[config.mk]
export PLATFORM = sky130hd
export DESIGN_NAME = mc_ctrl
export DESIGN_NICKNAME = d
export VERILOG_FILES = /design/src/rtl/ctrl_pkg.sv /design/src/rtl/instr_dec.sv /design/src/rtl/mc_ctrl.sv
export SDC_FILE = /design/constraint.sdc
export NUM_CORES = 1
export LEC_CHECK = 0
export CAP_MARGIN = 30
export CORE_MARGIN = 2
export CORE_UTILIZATION = 30
export DETAILED_ROUTE_END_ITERATION = 6
export SLEW_MARGIN = 10
export SYNTH_ARGS = -nofsm -noshare
export SYNTH_HDL_FRONTEND = slang
export SYNTH_HIERARCHICAL = 1
export SYNTH_SLANG_ARGS = --single-unit
[constraint.sdc]
create_clock -name clk -period 5.2 [get_ports clk]
set_input_delay 0.78 -clock clk [delete_from_list [all_inputs] [get_ports clk]]
set_output_delay 0.78 -clock clk [all_outputs]
set_load 0.01 [all_outputs]
[src/rtl/ctrl_pkg.sv]
// Shared encodings for the multi-cycle MIPS controller: FSM states, instruction
// classes, ALU/NPC/GPRSel/WDSel codes and opcode/funct constants.
package ctrl_pkg;

    typedef enum logic [3:0] {
        S_FETCH, S_DECODE, S_EXEC, S_ALUWB, S_MEMADR, S_MEMRD,
        S_MEMWB, S_MEMWR, S_BRANCH, S_JUMP, S_TRAP
    } state_t;

    typedef enum logic [2:0] {
        CLS_ALU, CLS_MEM, CLS_BR, CLS_JMP, CLS_ILL
    } iclass_t;

    localparam logic [3:0] ALU_NOP  = 4'b0000;
    localparam logic [3:0] ALU_ADD  = 4'b0001;
    localparam logic [3:0] ALU_SUB  = 4'b0010;
    localparam logic [3:0] ALU_AND  = 4'b0011;
    localparam logic [3:0] ALU_OR   = 4'b0100;
    localparam logic [3:0] ALU_SLT  = 4'b0101;
    localparam logic [3:0] ALU_SLTU = 4'b0110;
    localparam logic [3:0] ALU_SLL  = 4'b0111;
    localparam logic [3:0] ALU_NOR  = 4'b1000;
    localparam logic [3:0] ALU_LUI  = 4'b1001;
    localparam logic [3:0] ALU_SRL  = 4'b1010;
    localparam logic [3:0] ALU_SLLV = 4'b1011;

    localparam logic [1:0] NPC_PC4  = 2'b00;
    localparam logic [1:0] NPC_BR   = 2'b01;
    localparam logic [1:0] NPC_JMP  = 2'b10;

    localparam logic [1:0] GPRSel_RD = 2'b00;
    localparam logic [1:0] GPRSel_RT = 2'b01;
    localparam logic [1:0] GPRSel_RA = 2'b10;

    localparam logic [1:0] WDSel_ALU = 2'b00;
    localparam logic [1:0] WDSel_MEM = 2'b01;
    localparam logic [1:0] WDSel_PC  = 2'b10;

    localparam logic [5:0] OP_RTYPE = 6'h00;
    localparam logic [5:0] OP_J     = 6'h02;
    localparam logic [5:0] OP_JAL   = 6'h03;
    localparam logic [5:0] OP_BEQ   = 6'h04;
    localparam logic [5:0] OP_BNE   = 6'h05;
    localparam logic [5:0] OP_ADDI  = 6'h08;
    localparam logic [5:0] OP_SLTI  = 6'h0A;
    localparam logic [5:0] OP_ANDI  = 6'h0C;
    localparam logic [5:0] OP_ORI   = 6'h0D;
    localparam logic [5:0] OP_LUI   = 6'h0F;
    localparam logic [5:0] OP_LW    = 6'h23;
    localparam logic [5:0] OP_SW    = 6'h2B;

    localparam logic [5:0] FN_SLL   = 6'h00;
    localparam logic [5:0] FN_SRL   = 6'h02;
    localparam logic [5:0] FN_SLLV  = 6'h04;
    localparam logic [5:0] FN_ADD   = 6'h20;
    localparam logic [5:0] FN_ADDU  = 6'h21;
    localparam logic [5:0] FN_SUB   = 6'h22;
    localparam logic [5:0] FN_SUBU  = 6'h23;
    localparam logic [5:0] FN_AND   = 6'h24;
    localparam logic [5:0] FN_OR    = 6'h25;
    localparam logic [5:0] FN_NOR   = 6'h27;
    localparam logic [5:0] FN_SLT   = 6'h2A;
    localparam logic [5:0] FN_SLTU  = 6'h2B;

endpackage

[src/rtl/instr_dec.sv]
// Combinational instruction decoder: Op/Funct to class, ALU controls,
// destination select and a legal flag.
import ctrl_pkg::*;

module instr_dec (
    input  logic [5:0] op,
    input  logic [5:0] funct,
    output iclass_t    cls,
    output logic [3:0] alu_op,
    output logic       ext_op,
    output logic       alu_src,
    output logic [1:0] gpr_sel,
    output logic       legal
);

    always_comb begin
        cls     = CLS_ILL;
        alu_op  = ALU_NOP;
        ext_op  = 1'b0;
        alu_src = 1'b0;
        gpr_sel = GPRSel_RD;
        legal   = 1'b0;
        case (op)
            OP_RTYPE: begin
                cls   = CLS_ALU;
                legal = 1'b1;
                case (funct)
                    FN_ADD, FN_ADDU: alu_op = ALU_ADD;
                    FN_SUB, FN_SUBU: alu_op = ALU_SUB;
                    FN_AND:          alu_op = ALU_AND;
                    FN_OR:           alu_op = ALU_OR;
                    FN_NOR:          alu_op = ALU_NOR;
                    FN_SLT:          alu_op = ALU_SLT;
                    FN_SLTU:         alu_op = ALU_SLTU;
                    FN_SLL:          alu_op = ALU_SLL;
                    FN_SRL:          alu_op = ALU_SRL;
                    FN_SLLV:         alu_op = ALU_SLLV;
                    default: begin
                        cls   = CLS_ILL;
                        legal = 1'b0;
                    end
                endcase
            end
            OP_ADDI, OP_SLTI, OP_ANDI, OP_ORI, OP_LUI: begin
                cls     = CLS_ALU;
                legal   = 1'b1;
                alu_src = 1'b1;
                gpr_sel = GPRSel_RT;
                // Logical immediates and lui are zero-extended
                ext_op  = (op == OP_ADDI) || (op == OP_SLTI);
                case (op)
                    OP_ADDI: alu_op = ALU_ADD;
                    OP_SLTI: alu_op = ALU_SLT;
                    OP_ANDI: alu_op = ALU_AND;
                    OP_ORI:  alu_op = ALU_OR;
                    default: alu_op = ALU_LUI;
                endcase
            end
            OP_LW, OP_SW: begin
                cls   = CLS_MEM;
                legal = 1'b1;
            end
            OP_BEQ, OP_BNE: begin
                cls   = CLS_BR;
                legal = 1'b1;
            end
            OP_J, OP_JAL: begin
                cls   = CLS_JMP;
                legal = 1'b1;
            end
            default: ;
        endcase
    end

endmodule

[src/rtl/mc_ctrl.sv]
// Multi-cycle MIPS control FSM with req/ready memory handshake.
// Optional CTRL_TRAP_EN adds a sticky illegal-instruction trap state and port.
import ctrl_pkg::*;

module mc_ctrl (
    input  logic       clk,
    input  logic       rstn,
    input  logic [5:0] Op,
    input  logic [5:0] Funct,
    input  logic       Zero,
    input  logic       mem_ready,
    output logic       mem_req,
    output logic       MemWrite,
    output logic       IorD,
    output logic       IRWrite,
    output logic       PCWrite,
    output logic [1:0] NPCOp,
    output logic       RegWrite,
    output logic [1:0] GPRSel,
    output logic [1:0] WDSel,
    output logic       EXTOp,
    output logic       ALUSrc,
    output logic [3:0] ALUOp,
    output logic       instr_done
`ifdef CTRL_TRAP_EN
    ,
    output logic       trap
`endif
);

    state_t     state, state_nxt;
    iclass_t    dec_cls;
    logic [3:0] dec_alu_op;
    logic       dec_ext_op, dec_alu_src, dec_legal;
    logic [1:0] dec_gpr_sel;

    instr_dec u_dec (
        .op      (Op),
        .funct   (Funct),
        .cls     (dec_cls),
        .alu_op  (dec_alu_op),
        .ext_op  (dec_ext_op),
        .alu_src (dec_alu_src),
        .gpr_sel (dec_gpr_sel),
        .legal   (dec_legal)
    );

    always_ff @(posedge clk) begin
        if (!rstn) state <= S_FETCH;
        else       state <= state_nxt;
    end

    always_comb begin
        state_nxt  = state;
        mem_req    = 1'b0;
        MemWrite   = 1'b0;
        IorD       = 1'b0;
        IRWrite    = 1'b0;
        PCWrite    = 1'b0;
        NPCOp      = NPC_PC4;
        RegWrite   = 1'b0;
        GPRSel     = GPRSel_RD;
        WDSel      = WDSel_ALU;
        EXTOp      = 1'b0;
        ALUSrc     = 1'b0;
        ALUOp      = ALU_NOP;
        instr_done = 1'b0;
`ifdef CTRL_TRAP_EN
        trap       = 1'b0;
`endif
        // Outputs are gated by reset so an abandoned instruction cannot write
        if (rstn) begin
            case (state)
                S_FETCH: begin
                    mem_req = 1'b1;
                    if (mem_ready) begin
                        IRWrite   = 1'b1;
                        PCWrite   = 1'b1;
                        NPCOp     = NPC_PC4;
                        state_nxt = S_DECODE;
                    end
                end
                S_DECODE: begin
                    if (!dec_legal) begin
`ifdef CTRL_TRAP_EN
                        state_nxt  = S_TRAP;
`else
                        instr_done = 1'b1;
                        state_nxt  = S_FETCH;
`endif
                    end else begin
                        case (dec_cls)
                            CLS_ALU: state_nxt = S_EXEC;
                            CLS_MEM: state_nxt = S_MEMADR;
                            CLS_BR:  state_nxt = S_BRANCH;
                            CLS_JMP: state_nxt = S_JUMP;
                            default: state_nxt = S_FETCH;
                        endcase
                    end
                end
                S_EXEC: begin
                    ALUOp     = dec_alu_op;
                    ALUSrc    = dec_alu_src;
                    EXTOp     = dec_ext_op;
                    state_nxt = S_ALUWB;
                end
                S_ALUWB: begin
                    RegWrite   = 1'b1;
                    WDSel      = WDSel_ALU;
                    GPRSel     = dec_gpr_sel;
                    ALUOp      = dec_alu_op;
                    ALUSrc     = dec_alu_src;
                    instr_done = 1'b1;
                    state_nxt  = S_FETCH;
                end
                S_MEMADR: begin
                    ALUOp     = ALU_ADD;
                    ALUSrc    = 1'b1;
                    EXTOp     = 1'b1;
                    state_nxt = (Op == OP_LW) ? S_MEMRD : S_MEMWR;
                end
                S_MEMRD: begin
                    mem_req = 1'b1;
                    IorD    = 1'b1;
                    if (mem_ready) state_nxt = S_MEMWB;
                end
                S_MEMWB: begin
                    RegWrite   = 1'b1;
                    WDSel      = WDSel_MEM;
                    GPRSel     = GPRSel_RT;
                    instr_done = 1'b1;
                    state_nxt  = S_FETCH;
                end
                S_MEMWR: begin
                    mem_req  = 1'b1;
                    MemWrite = 1'b1;
                    IorD     = 1'b1;
                    if (mem_ready) begin
                        instr_done = 1'b1;
                        state_nxt  = S_FETCH;
                    end
                end
                S_BRANCH: begin
                    ALUOp      = ALU_SUB;
                    NPCOp      = NPC_BR;
                    PCWrite    = ((Op == OP_BEQ) && Zero) || ((Op == OP_BNE) && !Zero);
                    instr_done = 1'b1;
                    state_nxt  = S_FETCH;
                end
                S_JUMP: begin
                    PCWrite = 1'b1;
                    NPCOp   = NPC_JMP;
                    if (Op == OP_JAL) begin
                        RegWrite = 1'b1;
                        GPRSel   = GPRSel_RA;
                        WDSel    = WDSel_PC;
                    end
                    instr_done = 1'b1;
                    state_nxt  = S_FETCH;
                end
                S_TRAP: begin
`ifdef CTRL_TRAP_EN
                    trap = 1'b1;
`endif
                    state_nxt = S_TRAP;
                end
                default: state_nxt = S_FETCH;
            endcase
        end
    end

endmodule
Word level (Yosys, flattened, before mapping)

Cells that the tools add are included.

Eq/ne operators: 38
Mux-type cells: 47
Reductions and logical operators: 23

Operators with widths:

| cell                 | count |
|---|---|
| $eq A6 B6 Y1 const B | 11 |
| $pmux W4 S10         | 1 |
| $pmux W4 S4          | 2 |
| $eq A6 B4 Y1 const B | 5 |
| $pmux W4 S7          | 1 |
| $mux W1              | 20 |
| $mux W4              | 5 |
| $eq A6 B2 Y1 const B | 3 |
| $eq A6 B3 Y1 const B | 3 |
| $eq A4 B3 Y1 const B | 4 |
| $reduce_or A2 Y1     | 8 |
| $pmux W3 S5          | 1 |
| $eq A4 B4 Y1 const B | 3 |
| $logic_not A6 Y1     | 2 |
| $pmux W4 S3          | 1 |
| $reduce_or A12 Y1    | 1 |
| $reduce_or A11 Y1    | 1 |
| $mux W2              | 5 |
| $eq A4 B2 Y1 const B | 2 |
| $pmux W1 S2          | 4 |
| $pmux W2 S2          | 2 |
| $pmux W4 S2          | 1 |
| $eq A3 B2 Y1 const B | 2 |
| $ne A2 B2 Y1 const B | 3 |
| 14 further kinds     | 17 |

Register bits after elaboration: 4
Output and inout port bits: 19
Logic and storage cells: 109

Logic depth before layout (Yosys ltp)

Depth after elaboration: 8
Gate-level depth with buffers: 9
Depth with buffers taken out: 8

Modules after synthesis

Netlist, hierarchy kept.

By module, submodules not included:

| module    | times used | cells an instance | area an instance (sq um) |
|---|---|---|---|
| mc_ctrl   | 1          | 95                | 608.1 |
| instr_dec | 1          | 59                | 366.6 |

Worst setup path before layout

OpenSTA, ideal clock, no wires.

Path kind: input to output
Start: input port Op[0]
End: output port instr_done
Data arrival time: 2512 ps
Path slack: 1908 ps
Stages on the path: 9
Path buffers: 1
Cells stage by stage: buf_6 -> or4_4 -> or4_4 -> a21o_4 -> o221ai_1 -> inv_1 -> o22ai_1 -> o21ai_0 -> and3_1

Cells in the longest elaborated chain, start to end: 6
Elaborated cells on any way between the ends: 17
Classes of those cells: eq/ne (11); mux (4); reduce/logical (2)

RTL lines:

| element                              | line            | RTL |
|---|---|---|
| from (decl)                          | mc_ctrl.sv:8    | `input logic [5:0] Op,` |
| $eq A6 B6 Y1 (tied with other cells) | instr_dec.sv:23 | `case (op)` |
| $reduce_or A11 Y1 (no source line)   | n/a             |  |
| $pmux W1 S2 *                        | instr_dec.sv:23 |  |
| net dec_legal                        | mc_ctrl.sv:34   | `logic dec_ext_op, dec_alu_src, dec_legal;` |
| $mux W1 *                            | mc_ctrl.sv:84   | `if (!dec_legal) begin` |
| $pmux W1 S3 *                        | mc_ctrl.sv:73   | `case (state)` |
| $mux W1 *                            | mc_ctrl.sv:72   | `if (rstn) begin` |
| to (decl)                            | mc_ctrl.sv:24   | `output logic instr_done` |

Mark *: on every way through the listed nets, which the timed path passes. The rest lies on a longest branch.

Final worst setup path

Same ends and word-level chain as after synthesis.

==> metrics.yaml <==
routing:
  routed-via-count: 1216
  antenna_left: 0
  first_pass_iters: 4
  initialDrtViolationCount: 69
  routed_via_density: 5.429
  wl_um: 2931
  post-route-drc-count: 0
  post_drt_wl_per_cell_um: 13.08
synth:
  synthArstFlopShare: 0
  ys_seq_area_frac: 0.08216
  synth-seq-cells: 4
  yosys_warnings: 6
  synth_edf_count: 0
  netlist_instances: 154
  synth_area_um2: 974.7
  yosysUniqueCellTypes: 49
  avgSynthCellArea_um2: 6.329
  syn_nets: 170
  ys.flop_type: "dfxtp_1"
critical_path:
  start_kind: "input pin"
  required_ns: 4.42
  critPathCaptureType: "output pin"
  crit_type: "in2out"
  reg2reg_to: "state[1]"
  reg2reg_slack_ns: 3.53
  worst-path-max-fanout: 12
  r2r-start: "state[2]"
  rr_worst_depth: 4
  cp.arrival_ns: 3.67
clock_tree:
  cts_tree: "done"
  clockBufferDepth: 2
  cts-htree-levels: 1
  cts-buffers-inserted: 3
  cts-resized-gates: 0
  holdBufCountCts: 0
  clock_latency_ns: 0.23
  path_clk_slew_ns: 0.04
  root_buffer: "clkbuf_4"
  clock_sinks: 4
  post_cts_buffers: 0
die:
  die_h_um: 61
  die_area_um2: 3721
  coreArea_um2: 3078
  io_pins: 35
  die_w_um: 61
  placementRows: 20
  start_util: 0.3167
finish:
  antenna_cells: 0
  drive_above_1_share: 0.06667
  regMostFlops: "state"
  fin_util: 0.4329
  fillers: 337
  largest_register_ffs: 4
  reg_top3: "state (4)"
  finalNetCount: 198
  syn2layout_area_growth_pct: 36.71
  layout.cells.non_filler: 224
placement:
  hpwl_um: 2242
  io_buffer_count: 34
  dpl.cell_count: 221
  gp_congestion: 0.8653
sta:
  holdWs_ns: 0.6558
  tightest_slew_ns: 0.5739
  final.setup.tns_ns: 0
  fin_crit_ns: 4.449
  hold_viol: 0
  rsz0062_at_grt: "false"
  finClkSkew_ns: 0.003127
  max_freq_mhz: 224.8
  setup_viol: 0
  drv_slew: 0
  max_slew_margin: 0.6169
  fin_crit_sh: 0.8555
status:
  status: "complete, no violations"
hold_path:
  hold_start: "state[3]"
  worstHoldPathType: "reg2reg"
  holdPathEnd: "state[3]"
  min_path_cells: 2
job:
  maxCapViolations: 0
pwr:
  p_per_area_nw_per_um2: 96.93
  ir_drop_v: 0.00009637
  leakagePower_uw: 0.0004532
grt:
  grt_pass1_wl_um: 4650
  grt_max_degree: 19
  grt_pass1_vias: 1057
  gr-total-overflow: 0
  grtUsageTotal: 0.1593
  antenna_found_initial: 0
[worst max-delay path: stages]
cell and delay, ns:
clkdlybuf4s50_1 0.62, or4_4 0.57, or4_4 0.43, a21o_4 0.22, o221ai_1 0.08, inv_1 0.09
o22ai_1 0.10, o21ai_0 0.09, and3_1 0.20, clkdlybuf4s50_1 0.47
[metal layers]
layer	vias to the layer above	part of all wire	GRT usage
li1	621	-	-
met1	575	0.47	0.2354
met2	20	0.50	0.2565
met3	0	0.031	0
met4	0	0	0.04348
met5	-	0	0
[synth_stat cells (5+ instances only)]
master | count | share of area
a21oi_1 | 13 | 0.067
clkbuf_1 | 5 | 0.019
inv_1 | 5 | 0.019
nand2_1 | 15 | 0.058
nand2b_1 | 6 | 0.039
nand3_1 | 5 | 0.026
nor2_1 | 17 | 0.065
nor2b_1 | 9 | 0.058
nor3_1 | 7 | 0.036
o21ai_0 | 7 | 0.036
[cells in the final DEF (no fill, tap or decap), types with 2 or more instances in the layout]
master	count
clkdlybuf4s50_1	34
nor2_1	17
nand2_1	15
a21oi_1	13
nor2b_1	9
nor3_1	7
o21ai_0	7
nand2b_1	6
inv_1	5
nand3_1	5
and3_1	4
o22ai_1	4
a21o_1	4
dfxtp_1	4
a31oi_1	3
clkbuf_4	3
and2_1	2
a22oi_1	2
and4_1	2
nor3b_1	2
a211oi_1	2
o21a_1	2
nand4b_1	2
or4_4	2
nor4_1	2
[through the flow]
step           setup slack [ns]  total power, µW  area (µm²)
2_1_floorplan             1.909            68.24       974.7
3_3_place_gp             0.7842            91.96        1310
3_5_place_dp             0.7635            92.63        1310
4_1_cts                  0.7593            131.9        1333
5_1_grt                  0.5687            138.9        1333
6_report                 0.7513            129.2        1333
[where the power goes]
group / switching [µW] / total, µW / internal, µW
Combinational: 29.6 / 57.8 / 28.3
Clock: 11.0 / 36.7 / 25.7
Sequential: 3.07 / 34.7 / 31.6
Total: 43.6 / 129 / 85.5
[area by class of cell]
class,instances,area (µm²),area share
well taps,44,55.05,0.04131
clock buffers,3,22.52,0.01690
flip-flops and latches,4,80.08,0.06009
inverters,5,18.77,0.01408
repair buffers,34,340.3,0.2554
multi-input cells,134,815.8,0.6122
[cell families after synthesis]
kind of cell           share of synthesized area
other                                   0.003847
XOR/XNOR                                 0.01798
flip-flops                               0.08216
buffers and inverters                    0.08087
AO/OA/AOI/OAI                             0.3479
AND/OR/NAND/NOR                           0.4673
[worst max path at each step]
stage | from | endpoint | slack (ns) | depth (start not counted)
6_report | Op[0] | instr_done | 0.75 | 10
5_1_grt | Op[0] | instr_done | 0.57 | 10
4_1_cts | Op[0] | instr_done | 0.76 | 10
3_5_place_dp | Op[0] | instr_done | 0.76 | 10
3_3_place_gp | Op[0] | instr_done | 0.78 | 10
2_1_floorplan | Op[0] | instr_done | 1.91 | 9
Note: power is estimated with default switching activity, not from simulation.
